File: src/rtl/spi_param_regbank.sv
// SPI register bank: command word then unbounded data burst with auto-increment, flop registers plus RO status words.
// Latency: write commits on the last data bit edge; readback MSB is on serial_out right after the command/word edge.
module spi_param_regbank #(
  parameter int DATA_W    = 8,
  parameter int ADDR_W    = 8,
  parameter int NUM_REGS  = 8,
  parameter int BASE_ADDR = 60,
  parameter int NUM_RO    = 1,
  parameter int AUTO_INC  = 1
) (
  input  logic                         sclk,
  input  logic                         rstn,
  input  logic                         cs_n,
  input  logic                         serial_in,
  input  logic [NUM_RO*DATA_W-1:0]     ro_data,
  output logic [NUM_REGS*DATA_W-1:0]   reg_q,
  output logic [NUM_REGS-1:0]          wr_stb,
  output logic                         serial_out,
  output logic                         addr_err
);

  localparam int AW       = ADDR_W - 1;
  localparam int BITS_MAX = (ADDR_W > DATA_W) ? ADDR_W : DATA_W;
  localparam int CNT_W    = $clog2(BITS_MAX);
  localparam logic [CNT_W-1:0] CMD_LAST  = CNT_W'(ADDR_W - 1);
  localparam logic [CNT_W-1:0] DATA_LAST = CNT_W'(DATA_W - 1);
  localparam logic [AW-1:0]    FIRST_ADDR = AW'(BASE_ADDR);
  localparam logic [AW-1:0]    LAST_ADDR  = AW'(BASE_ADDR + NUM_REGS + NUM_RO - 1);

  if (BASE_ADDR + NUM_REGS + NUM_RO > 2**(ADDR_W-1)) begin : g_map_check
    $error("spi_param_regbank: register map does not fit in the address space");
  end

  typedef enum logic {S_CMD, S_DATA} state_t;

  state_t                  state_q, state_d;
  logic [CNT_W-1:0]        bit_cnt;
  logic [AW-1:0]           cmd_sr;
  logic [DATA_W-2:0]       wr_sr;
  logic [DATA_W-1:0]       rd_sr;
  logic                    rw_q;
  logic [AW-1:0]           addr_q;
  logic [DATA_W-1:0]       regs [NUM_REGS];

  logic                    cmd_done, word_done;
  logic                    cmd_rw;
  logic [AW-1:0]           cmd_addr;
  logic [DATA_W-1:0]       wr_word;
  logic [AW-1:0]           addr_nxt;
  logic [NUM_REGS-1:0]     wr_hit;
  logic                    frame_rst_n;

  // Framing state is cleared by either reset or an idle chip select.
  assign frame_rst_n = rstn & ~cs_n;

  function automatic logic [DATA_W-1:0] word_at(input logic [AW-1:0] a);
    logic [DATA_W-1:0] w;
    w = '0;
    for (int i = 0; i < NUM_REGS; i++)
      if (32'(a) == 32'(BASE_ADDR + i)) w = regs[i];
    for (int i = 0; i < NUM_RO; i++)
      if (32'(a) == 32'(BASE_ADDR + NUM_REGS + i)) w = ro_data[i*DATA_W +: DATA_W];
    return w;
  endfunction

  function automatic logic is_mapped(input logic [AW-1:0] a);
    return (32'(a) >= 32'(BASE_ADDR)) && (32'(a) < 32'(BASE_ADDR + NUM_REGS + NUM_RO));
  endfunction

  assign cmd_rw   = cmd_sr[AW-1];
  assign cmd_addr = {cmd_sr[AW-2:0], serial_in};
  assign wr_word  = {wr_sr, serial_in};

  always_comb begin
    addr_nxt = addr_q;
    if (AUTO_INC != 0)
      addr_nxt = (addr_q == LAST_ADDR) ? FIRST_ADDR : addr_q + 1'b1;
  end

  always_comb begin
    wr_hit = '0;
    for (int i = 0; i < NUM_REGS; i++)
      wr_hit[i] = word_done && rw_q && (32'(addr_q) == 32'(BASE_ADDR + i));
  end

  always_ff @(posedge sclk or negedge frame_rst_n) begin
    if (!frame_rst_n) state_q <= S_CMD;
    else              state_q <= state_d;
  end

  always_comb begin
    state_d   = state_q;
    cmd_done  = 1'b0;
    word_done = 1'b0;
    case (state_q)
      S_CMD: begin
        if (bit_cnt == CMD_LAST) begin
          cmd_done = 1'b1;
          state_d  = S_DATA;
        end
      end
      S_DATA: begin
        word_done = (bit_cnt == DATA_LAST);
      end
      default: state_d = S_CMD;
    endcase
  end

  always_ff @(posedge sclk or negedge frame_rst_n) begin
    if (!frame_rst_n) begin
      bit_cnt <= '0;
      cmd_sr  <= '0;
      wr_sr   <= '0;
      rd_sr   <= '0;
      rw_q    <= 1'b0;
      addr_q  <= '0;
    end else if (state_q == S_CMD) begin
      cmd_sr <= cmd_addr;
      if (cmd_done) begin
        bit_cnt <= '0;
        rw_q    <= cmd_rw;
        addr_q  <= cmd_addr;
        rd_sr   <= word_at(cmd_addr);
      end else begin
        bit_cnt <= bit_cnt + 1'b1;
      end
    end else begin
      wr_sr <= wr_word[DATA_W-2:0];
      if (word_done) begin
        bit_cnt <= '0;
        addr_q  <= addr_nxt;
        // Reload reads pre-commit register values, so a write burst echoes old contents.
        rd_sr   <= word_at(addr_nxt);
      end else begin
        bit_cnt <= bit_cnt + 1'b1;
        rd_sr   <= {rd_sr[DATA_W-2:0], 1'b0};
      end
    end
  end

  assign serial_out = rd_sr[DATA_W-1];

  always_ff @(posedge sclk or negedge rstn) begin
    if (!rstn) begin
      for (int i = 0; i < NUM_REGS; i++) regs[i] <= '0;
      wr_stb   <= '0;
      addr_err <= 1'b0;
    end else begin
      for (int i = 0; i < NUM_REGS; i++)
        if (wr_hit[i]) regs[i] <= wr_word;
      wr_stb <= wr_hit;
      if ((cmd_done && !is_mapped(cmd_addr)) || (word_done && !is_mapped(addr_q)))
        addr_err <= 1'b1;
    end
  end

  for (genvar g = 0; g < NUM_REGS; g++) begin : g_reg_q
    assign reg_q[g*DATA_W +: DATA_W] = regs[g];
  end

endmodule

File: config.mk
export PLATFORM = sky130hd
export DESIGN_NAME = spi_param_regbank
export DESIGN_NICKNAME = d
export VERILOG_FILES = /design/src/rtl/spi_param_regbank.sv
export SDC_FILE = /design/constraint.sdc
export NUM_CORES = 1
export LEC_CHECK = 0
export CORE_UTILIZATION = 40
export CTS_BUF_LIST = sky130_fd_sc_hd__clkbuf_2
export DETAILED_ROUTE_END_ITERATION = 8
export PLACE_DENSITY_LB_ADDON = 0.15
export REMOVE_ABC_BUFFERS = 1
export SYNTH_ARGS = -nofsm -noshare
export SYNTH_HDL_FRONTEND = slang
export SYNTH_SLANG_ARGS = --single-unit
File: constraint.sdc
create_clock -name sclk -period 2.93 [get_ports sclk]
set_clock_uncertainty 0.15 [all_clocks]
set_input_delay 0.293 -clock sclk [delete_from_list [all_inputs] [get_ports sclk]]
set_output_delay 0.293 -clock sclk [all_outputs]
set_load 0.005 [all_outputs]
==> results of run 1 <==
-- per-layer routing --
| layer | vias up | GRT usage (%) | routed length [um] |
|---|---|---|---|
| met4 | 0 | 10.5 | 500 |
| met5 | - | 0 | 0 |
| li1 | 2489 | - | - |
| met3 | 26 | 3.67 | 1090 |
| met2 | 202 | 45.7 | 10500 |
| met1 | 2824 | 38.8 | 9920 |
-- cells by family after synthesis --
family / share of synthesized area, %
compound gates: 19.2
simple gates: 13.4
flops: 43.1
mux: 18.1
buf+inv: 4.45
fa+ha+maj: 1.21
xor+xnor: 0.564
-- cell type report --
cell class              count  area [um^2]
fillers                  1475         7600
clock buffers               9         45.0
repair buffers            134         1220
well taps                 188          235
inverters                  24         90.1
flip-flops and latches    107         2680
multi-input cells         436         3270
clock inverters             7         65.1
-- sequential cells by signal, summed over array words and instances (netlist names) --
signal,count
wr_sr,7
reg_q,64
rw_q,1
addr_err,1
cmd_sr,7
state_q,1
wr_stb,8
rd_sr,8
bit_cnt,3
addr_q,7
-- synthesized netlist by cell type (4+ instances only) --
cell type    n  area [um^2]
o311ai_0     5         43.8
a21oi_1     36          180
nor2_1      22         82.6
nor2b_1      8         50.1
o211ai_1    12         90.1
a31oi_1      8         50.1
mux2i_1     12          120
nor3_1       7         35.0
and3_1       6         37.5
buf_1       15         56.3
and2_1       5         31.3
mux4_2       4         90.1
nand2_1     50          188
a211oi_1    11         82.6
nand2b_1    12         75.1
nand3b_1     4         30.0
o31ai_1      7         52.6
o22ai_1      6         37.5
dfrtp_1    107         2680
clkbuf_1    27          101
nand3_1      6         30.0
a22oi_1     11         82.6
o21ai_0     35          175
inv_1       23         86.3
mux2_2      81          912
nor3b_1      4         30.0
ha_1         6         75.1
or3_1        5         31.3
a32oi_1      4         35.0
o21bai_1     4         30.0
-- repair_timing --
item,4_1_cts,5_1_grt
setup endpoints to repair,3,1
hold buffers,3,0
gates resized for setup,1,1
endpoints found under the hold margin,89,0
-- metrics by stage --
stage                     instance area, um^2  hold WS, ns  setup TNS [ns]  util (%)  instances
after floorplan                          6020       -0.153          -11.47         -        567
after global placement                   7460       0.0142          -0.110      49.0        886
after detailed placement                 7460       0.0242          -0.171      49.0        886
after CTS                                7600       0.0367               0      50.0        905
after global routing                     7600        0.102               0      50.0        905
final                                    7600       0.0686               0      50.0        905
-- tightest hold or removal path, cell delays in order --
cell and delay (ns):
buf_2 0.23, nand2b_1 0.29, nand2_1 0.08
-- final timing paths --
kind | startpoint | to | slack [ns] | cells after the start
worst max-delay path | cmd_sr[4] | rd_sr[4] | 0.09 | 6
worst min-delay path | serial_in | cmd_sr[0] | 0.07 | 3
worst max register to register | cmd_sr[4] | rd_sr[4] | 0.09 | 6
worst min register to register | bit_cnt[0] | bit_cnt[0] | 0.30 | 1
max in group asynchronous | rstn | wr_stb[7] | 1.48 | 3
min in group asynchronous | rstn | rd_sr[7] | 0.17 | 3
-- power groups by stage --
stage          clock [mW]  combinational [mW]  sequential [mW]
6_report            0.712               0.979             1.68
5_1_grt             0.783                1.06             1.69
4_1_cts             0.736               0.967             1.67
3_5_place_dp            0               0.958             1.69
3_3_place_gp            0               0.961             1.69
2_1_floorplan           0               0.545             1.67
==> results_dict.tcl, run 1 <==
set metrics [dict create \
    vias_per_cell 6.12 \
    yosysWarningCount 0 \
    leakagePower_nw 3.28 \
    layout-drive-gt1-share_pct 23.0 \
    drt_iter0_markers 430 \
    ys_seq_elements 107 \
    drv_slew 0 \
    period_minus_slack_ns 2.84 \
    cts_setup_buffers 0 \
    synth_ff_type "dfrtp_1" \
    cp_num_buf_inv 0 \
    cp-start-kind "flop" \
    dieWidth_um 127 \
    critPathMaxFanout 6 \
    finalCritPeriodShare_pct 96.9 \
    avgSynthCellArea_um2 10.1 \
    final_common_cell "dfrtp_1" \
    grt_util_all_layers_pct 28.2 \
    antenna_found_initial 0 \
    dr_total_vias 5541 \
    critPathTopFamily "simple AND/OR/NAND/NOR gates" \
    die_h_um 127 \
    clk_pin_slew_ns 0.32 \
    slew_headroom_pct 46.4 \
    finalSetupViolCount 0 \
    wl_per_cell_um 24.3 \
    async_reset_ff_share_pct 100 \
    path_cells "or4b_2, nor2_2, a22oi_1, o41ai_1, o22ai_1, o211ai_1" \
    yosysSeqAreaShare_pct 43.1 \
    power.density_nw_per_um2 443 \
    ctsLongestPathBuffers 2 \
    cpMaxStageDelayCell "or4b_2" \
    diodes 0 \
    setup_slack_ns 0.0914 \
    drtAntennaViolNets 0 \
    rows 45 \
    rsz0062_at_grt "false" \
    max_freq_mhz 352 \
    grt_max_degree 60 \
    grt_overflow 0 \
    area_delta_synth_final_pct 22.3 \
    max_cap_viol_count 0 \
    synth.distinct_cells 72 \
    tritoncts "yes" \
    required_ns 3.39 \
    cts-buffers-inserted 9 \
    worstPathArrival_ns 3.29 \
    final_cell_mix "dfrtp_1, clkdlybuf4s50_1, mux2_2" \
    post-place-ws_ns -0.147 \
    wl_mm 22.0 \
    route.detailed.drc 0 \
    hold_viol 0 \
    gp_congestion 0.953 \
    end_kind "flop" \
    swShare_pct 38.3 \
    netlist_area_um2 6210 \
    hpwl_mm 16.3 \
    port_buffers 85 \
    start_util_pct 40.9 \
    grt_pass1_vias 5398 \
    power.total_mw 3.37 \
    p_int_mw 2.08 \
    tightest_slew_ns 0.801 \
    io-pin-count 86 \
    core_area_um2 15200 \
    syn_inst 613 \
    holdCritPathClass "in -> reg" \
    die_area_um2 16000 \
    clk_latency_ns 0.66 \
    crit_type "reg -> reg" \
    synth_edf_count 0 \
    drt_first_pass_iters 5 \
    clockRootBuffer "clkbuf_2" \
    final_nets 730 \
    cts_num_sinks 107 \
    p_sw_mw 1.29 \
    combinationalPowerShare_pct 29.1 \
    crit_path_max_incr_delay_ns 0.78 \
    grt_pass1_wl_mm 33.4 \
    seq_power_share_pct 49.8 \
    clock_power_share_pct 21.2 \
    status "finished clean" \
    cts_htree_levels 3 \
    vdd_drop_max_mv 0.198 \
]
No activity file was read; power rests on OpenSTA's default activity.
==> run 2, diff against run 1 <==
--- a/config.mk
+++ b/config.mk
@@ -8,6 +8,7 @@
 export CORE_UTILIZATION = 40
 export CTS_BUF_LIST = sky130_fd_sc_hd__clkbuf_2
 export DETAILED_ROUTE_END_ITERATION = 8
+export GPL_ROUTABILITY_DRIVEN = 0
 export PLACE_DENSITY_LB_ADDON = 0.15
 export REMOVE_ABC_BUFFERS = 1
 export SYNTH_ARGS = -nofsm -noshare
==> run 2 against run 1 <==
Net effect:
- first-iteration DRC count up 38%
- via count up 0.47%
- sequential power about the same
- critical endpoint unchanged
- flip-flop and latch count unchanged
- worst setup slack better by 0.075 ns
- global-route usage down 1.3 points
- final area about the same
- hold slack better by 0.12 ns
- count of clock-buffer cells in the layout up 1
==> results_dict.tcl, run 2 (synthesis results as in run 1) <==
set metrics [dict create \
    finalSetupViolCount 0 \
    worstPathArrival_ns 3.22 \
    port_buffers 85 \
    final_nets 728 \
    holdCritPathClass "in -> reg" \
    grt_util_all_layers_pct 26.9 \
    post-place-ws_ns 0.227 \
    holdCritStartpoint "ro_data[2]" \
    vdd_drop_max_mv 0.273 \
    route.detailed.drc 0 \
    cts-buffers-inserted 9 \
    max_cap_viol_count 0 \
    hpwl_mm 15.1 \
    r2r_cells 6 \
    dr_total_vias 5567 \
    io-pin-count 86 \
    clk_latency_ns 0.66 \
    slew_headroom_pct 59.6 \
    clockRootBuffer "clkbuf_2" \
    core_area_um2 15200 \
    hold-worst-slack_ns 0.189 \
    end_kind "flop" \
    wl_mm 20.8 \
    setup_slack_ns 0.166 \
    final_common_cell "dfrtp_1" \
    ctsLongestPathBuffers 2 \
    drtAntennaViolNets 0 \
    max_freq_mhz 362 \
    layout-drive-gt1-share_pct 22.5 \
    crit_type "reg -> reg" \
    cts_htree_levels 3 \
    vias_per_cell 6.17 \
    rows 45 \
    antenna_found_initial 0 \
    grt_max_degree 49 \
    required_ns 3.39 \
    cp-start-kind "flop" \
    status "finished clean" \
    diodes 0 \
    tritoncts "yes" \
    grt_pass1_vias 5591 \
    die_h_um 127 \
    reg2reg_from "cmd_sr[3]" \
    hold_viol 0 \
    rsz0062_at_grt "false" \
    final_cell_mix "dfrtp_1, clkdlybuf4s50_1, mux2_2" \
    r2r_slack_ns 0.17 \
    largest_reg_flops 64 \
    min_path_cells 3 \
    area_delta_synth_final_pct 22.3 \
    power.density_nw_per_um2 439 \
    tightest_slew_ns 0.590 \
    grt_pass1_wl_mm 32.4 \
    die_area_um2 16000 \
    start_util_pct 40.9 \
    drt_first_pass_iters 5 \
    critPathMaxFanout 6 \
    period_minus_slack_ns 2.76 \
    cts_setup_buffers 0 \
    cts_num_sinks 107 \
    leakagePower_nw 3.28 \
    drt_iter0_markers 594 \
    grt_overflow 0 \
    clk_pin_slew_ns 0.31 \
    dieWidth_um 127 \
    r2r-end "rd_sr[4]" \
    drv_slew 0 \
    wl_per_cell_um 23.0 \
    finalCritPeriodShare_pct 94.3 \
    holdPathEnd "rd_sr[2]" \
]
## run 2: per-layer routing
metal	GRT usage (%)	part of all wire (%)	vias to the layer above	wire length [um]
met1	36.0	42	2782	8800
met2	43.2	47	253	9840
met5	0	0	-	0
met4	10.4	3.3	0	694
met3	5.44	6.9	52	1440
li1	-	-	2480	-
## run 2: metrics by stage
stage | area, um^2 | cells | power (mW) | TNS [ns] | util [%]
global placement | 7430 | 882 | 2.62 | 0 | 48.8
CTS | 7590 | 903 | 3.33 | 0 | 50.0
detailed placement | 7430 | 882 | 2.64 | 0 | 48.8
finish | 7590 | 903 | 3.33 | 0 | 50.0
floorplan | 6020 | 567 | 2.21 | -11.47 | -
global route | 7590 | 903 | 3.51 | 0 | 50.0
## run 2: worst max path at each step
| stage | from | end | depth (start not counted) |
|---|---|---|---|
| after CTS | cmd_sr[3] | rd_sr[1] | 7 |
| final | cmd_sr[3] | rd_sr[4] | 6 |
| after global routing | cmd_sr[3] | rd_sr[4] | 6 |
| after global placement | cmd_sr[4] | rd_sr[1] | 7 |
| after detailed placement | cmd_sr[4] | rd_sr[1] | 7 |
| after floorplan | state_q | reg_q[40] | 6 |
## run 2: worst max-delay path, cell delays in order, from the launching register on
cell and delay (ns):
dfrtp_1 0.52, or4b_2 0.76, nor2_1 0.36, a22oi_1 0.11, o311ai_0 0.54, o22ai_1 0.15
o211ai_1 0.12
## run 2: final cells by class
| cell class | instances | area [um^2] |
|---|---|---|
| Clock buffer | 10 | 50.0 |
| Clock inverter | 6 | 57.6 |
| Fill cell | 1437 | 7610 |
| Inverter | 24 | 90.1 |
| Multi-Input combinational cell | 436 | 3260 |
| Sequential cell | 107 | 2680 |
| Tap cell | 188 | 235 |
| Timing Repair Buffer | 132 | 1220 |
## run 2: power by group
group	switching [mW]	total, mW	internal (mW)
registers	0.106	1.65	1.54
logic	0.609	1.00	0.393
clock network	0.542	0.680	0.138
## run 2: repair_timing
item,in CTS,in global routing
hold buffers,5,0
gates resized for setup,0,0
endpoints found under the hold margin,109,0
==> run 3, diff against run 2 <==
--- a/config.mk
+++ b/config.mk
@@ -5,12 +5,12 @@
 export SDC_FILE = /design/constraint.sdc
 export NUM_CORES = 1
 export LEC_CHECK = 0
-export CORE_UTILIZATION = 40
+export CORE_UTILIZATION = 52
 export CTS_BUF_LIST = sky130_fd_sc_hd__clkbuf_2
 export DETAILED_ROUTE_END_ITERATION = 8
 export GPL_ROUTABILITY_DRIVEN = 0
+export MAX_ROUTING_LAYER = met4
 export PLACE_DENSITY_LB_ADDON = 0.15
-export REMOVE_ABC_BUFFERS = 1
 export SYNTH_ARGS = -nofsm -noshare
 export SYNTH_HDL_FRONTEND = slang
 export SYNTH_SLANG_ARGS = --single-unit
==> run 3 against run 2 <==
Net effect:
- the flow now finishes with violations (design-rule violations)
- via count grew 2.2%
- clock power shrank 2%
- first-iteration DRC count grew 60%
- register-to-register slack is essentially flat
- sequential share of layout area grew 0.66 points
- largest cell class unchanged
==> results_dict.tcl, run 3 (synthesis results as in run 1) <==
set metrics [dict create \
    route.detailed.drc 6 \
    critPathMaxFanout 6 \
    path_cells "or4b_2, nor2_1, a22oi_1, o41ai_1, o22ai_1, o211ai_1" \
    final_nets 717 \
    drv_slew 0 \
    r2r_slack_ns 0.16 \
    crit_path_max_incr_delay_ns 0.79 \
    cpMaxStageDelayCell "or4b_2" \
    tritoncts "yes" \
    leakagePower_nw 3.23 \
    reg2reg_from "cmd_sr[4]" \
    setup_tns_ns 0 \
    rsz0062_at_grt "false" \
    wl_mm 19.9 \
    dieWidth_um 111 \
    final_cell_mix "dfrtp_1, clkdlybuf4s50_1, mux2_2" \
    start_util_pct 53.9 \
    ctsLongestPathBuffers 2 \
    drtAntennaViolNets 0 \
    holdCritPathClass "in -> async" \
    status "finished with violations" \
    io-pin-count 86 \
    die_area_um2 12400 \
    finalCritPeriodShare_pct 94.5 \
    wl_per_cell_um 23.6 \
    finalSetupViolCount 0 \
    end_kind "flop" \
    period_minus_slack_ns 2.77 \
    hpwl_mm 14.4 \
    violations "design-rule violations" \
    max_cap_viol_count 0 \
    largest_reg_flops 64 \
    clk_pin_slew_ns 0.33 \
    vias_per_cell 6.72 \
    grt_overflow 0 \
    diodes 0 \
    final_common_cell "dfrtp_1" \
    hold-worst-slack_ns 0.0400 \
    cp-start-kind "flop" \
    grt_pass1_vias 5306 \
    clk_latency_ns 0.68 \
    cp_num_buf_inv 0 \
    die_h_um 111 \
    antenna_found_initial 0 \
    rows 39 \
    worstPathArrival_ns 3.20 \
    clockRootBuffer "clkbuf_2" \
    drt_first_pass_iters 8 \
    critPathTopFamily "simple AND/OR/NAND/NOR gates" \
    cts-buffers-inserted 9 \
    dr_total_vias 5687 \
    drt_iter0_markers 952 \
    core_area_um2 11500 \
    crit_type "reg -> reg" \
    fill_cells 958 \
    grt_max_degree 48 \
    port_buffers 85 \
    power.total_mw 3.29 \
    cts_num_sinks 107 \
    r2r-end "rd_sr[4]" \
    vdd_drop_max_mv 0.317 \
    power.density_nw_per_um2 441 \
    hold_viol 0 \
    layout-drive-gt1-share_pct 21.3 \
    cts_htree_levels 3 \
    max_freq_mhz 361 \
    grt_pass1_wl_mm 31.2 \
    tightest_slew_ns 0.773 \
    area_delta_synth_final_pct 20.1 \
    slew_headroom_pct 48.3 \
    grt_util_all_layers_pct 34.4 \
    syn_nets 631 \
    required_ns 3.37 \
    r2r_cells 6 \
]
run 3: cell types whose count changed in the layout (fill, tap and decap cells not counted), sizes merged:
cell,before,now
buf,45,34
clkinv,4,2
clkdlybuf4s50,83,84
dlygate4sd3,4,3
inv,26,27
run 3: worst max-delay path by stage:
| stage | startpoint | to | slack [ns] | cells past startpoint |
|---|---|---|---|---|
| floorplan | addr_q[0] | rd_sr[7] | 0.15 | 9 |
| detailed placement | addr_q[0] | rd_sr[7] | 0.22 | 7 |
| finish | cmd_sr[4] | rd_sr[4] | 0.16 | 6 |
| global route | addr_q[1] | rd_sr[4] | 0.04 | 7 |
| global placement | addr_q[0] | rd_sr[3] | 0.29 | 9 |
| CTS | addr_q[0] | rd_sr[7] | 0.17 | 7 |
run 3: worst min-delay path: stages:
cell	delay [ns]
dlygate4sd3_1	0.53
buf_4	0.17
buf_4	0.35
run 3: report_power, final:
group | switching, mW | total (mW) | internal, mW
Sequential | 0.125 | 1.67 | 1.54
Clock | 0.541 | 0.669 | 0.128
Combinational | 0.575 | 0.955 | 0.380
run 3: layout make-up:
cell class | count | area, um^2 | area share (%)
clock buffers | 10 | 50.0 | 0.671
clock inverters | 5 | 43.8 | 0.587
inverters | 24 | 90.1 | 1.21
multi-input cells | 436 | 3260 | 43.8
flip-flops and latches | 107 | 2680 | 35.9
well taps | 143 | 179 | 2.40
repair buffers | 121 | 1150 | 15.4
run 3: stage by stage:
stage	util, %	area [um^2]	cells	setup WS (ns)
2_1_floorplan	-	6210	613	0.148
3_3_place_gp	63.7	7330	828	0.289
3_5_place_dp	63.7	7330	828	0.217
4_1_cts	64.7	7460	846	0.172
5_1_grt	64.8	7460	846	0.0413
6_report	64.8	7460	846	0.162
run 3: repair_timing:
action,in CTS,in global routing
hold endpoints to repair,107,0
hold buffers,3,0
resized for setup,0,1
buffers inserted,0,0
endpoints found under the setup margin,0,1
run 3: metal layers:
layer / GRT usage (%) / share of wire [%]
met3: 6.72 / 10
met4: 14.8 / 4.5
met2: 49.4 / 44
met5: - / 0
met1: 47.4 / 41
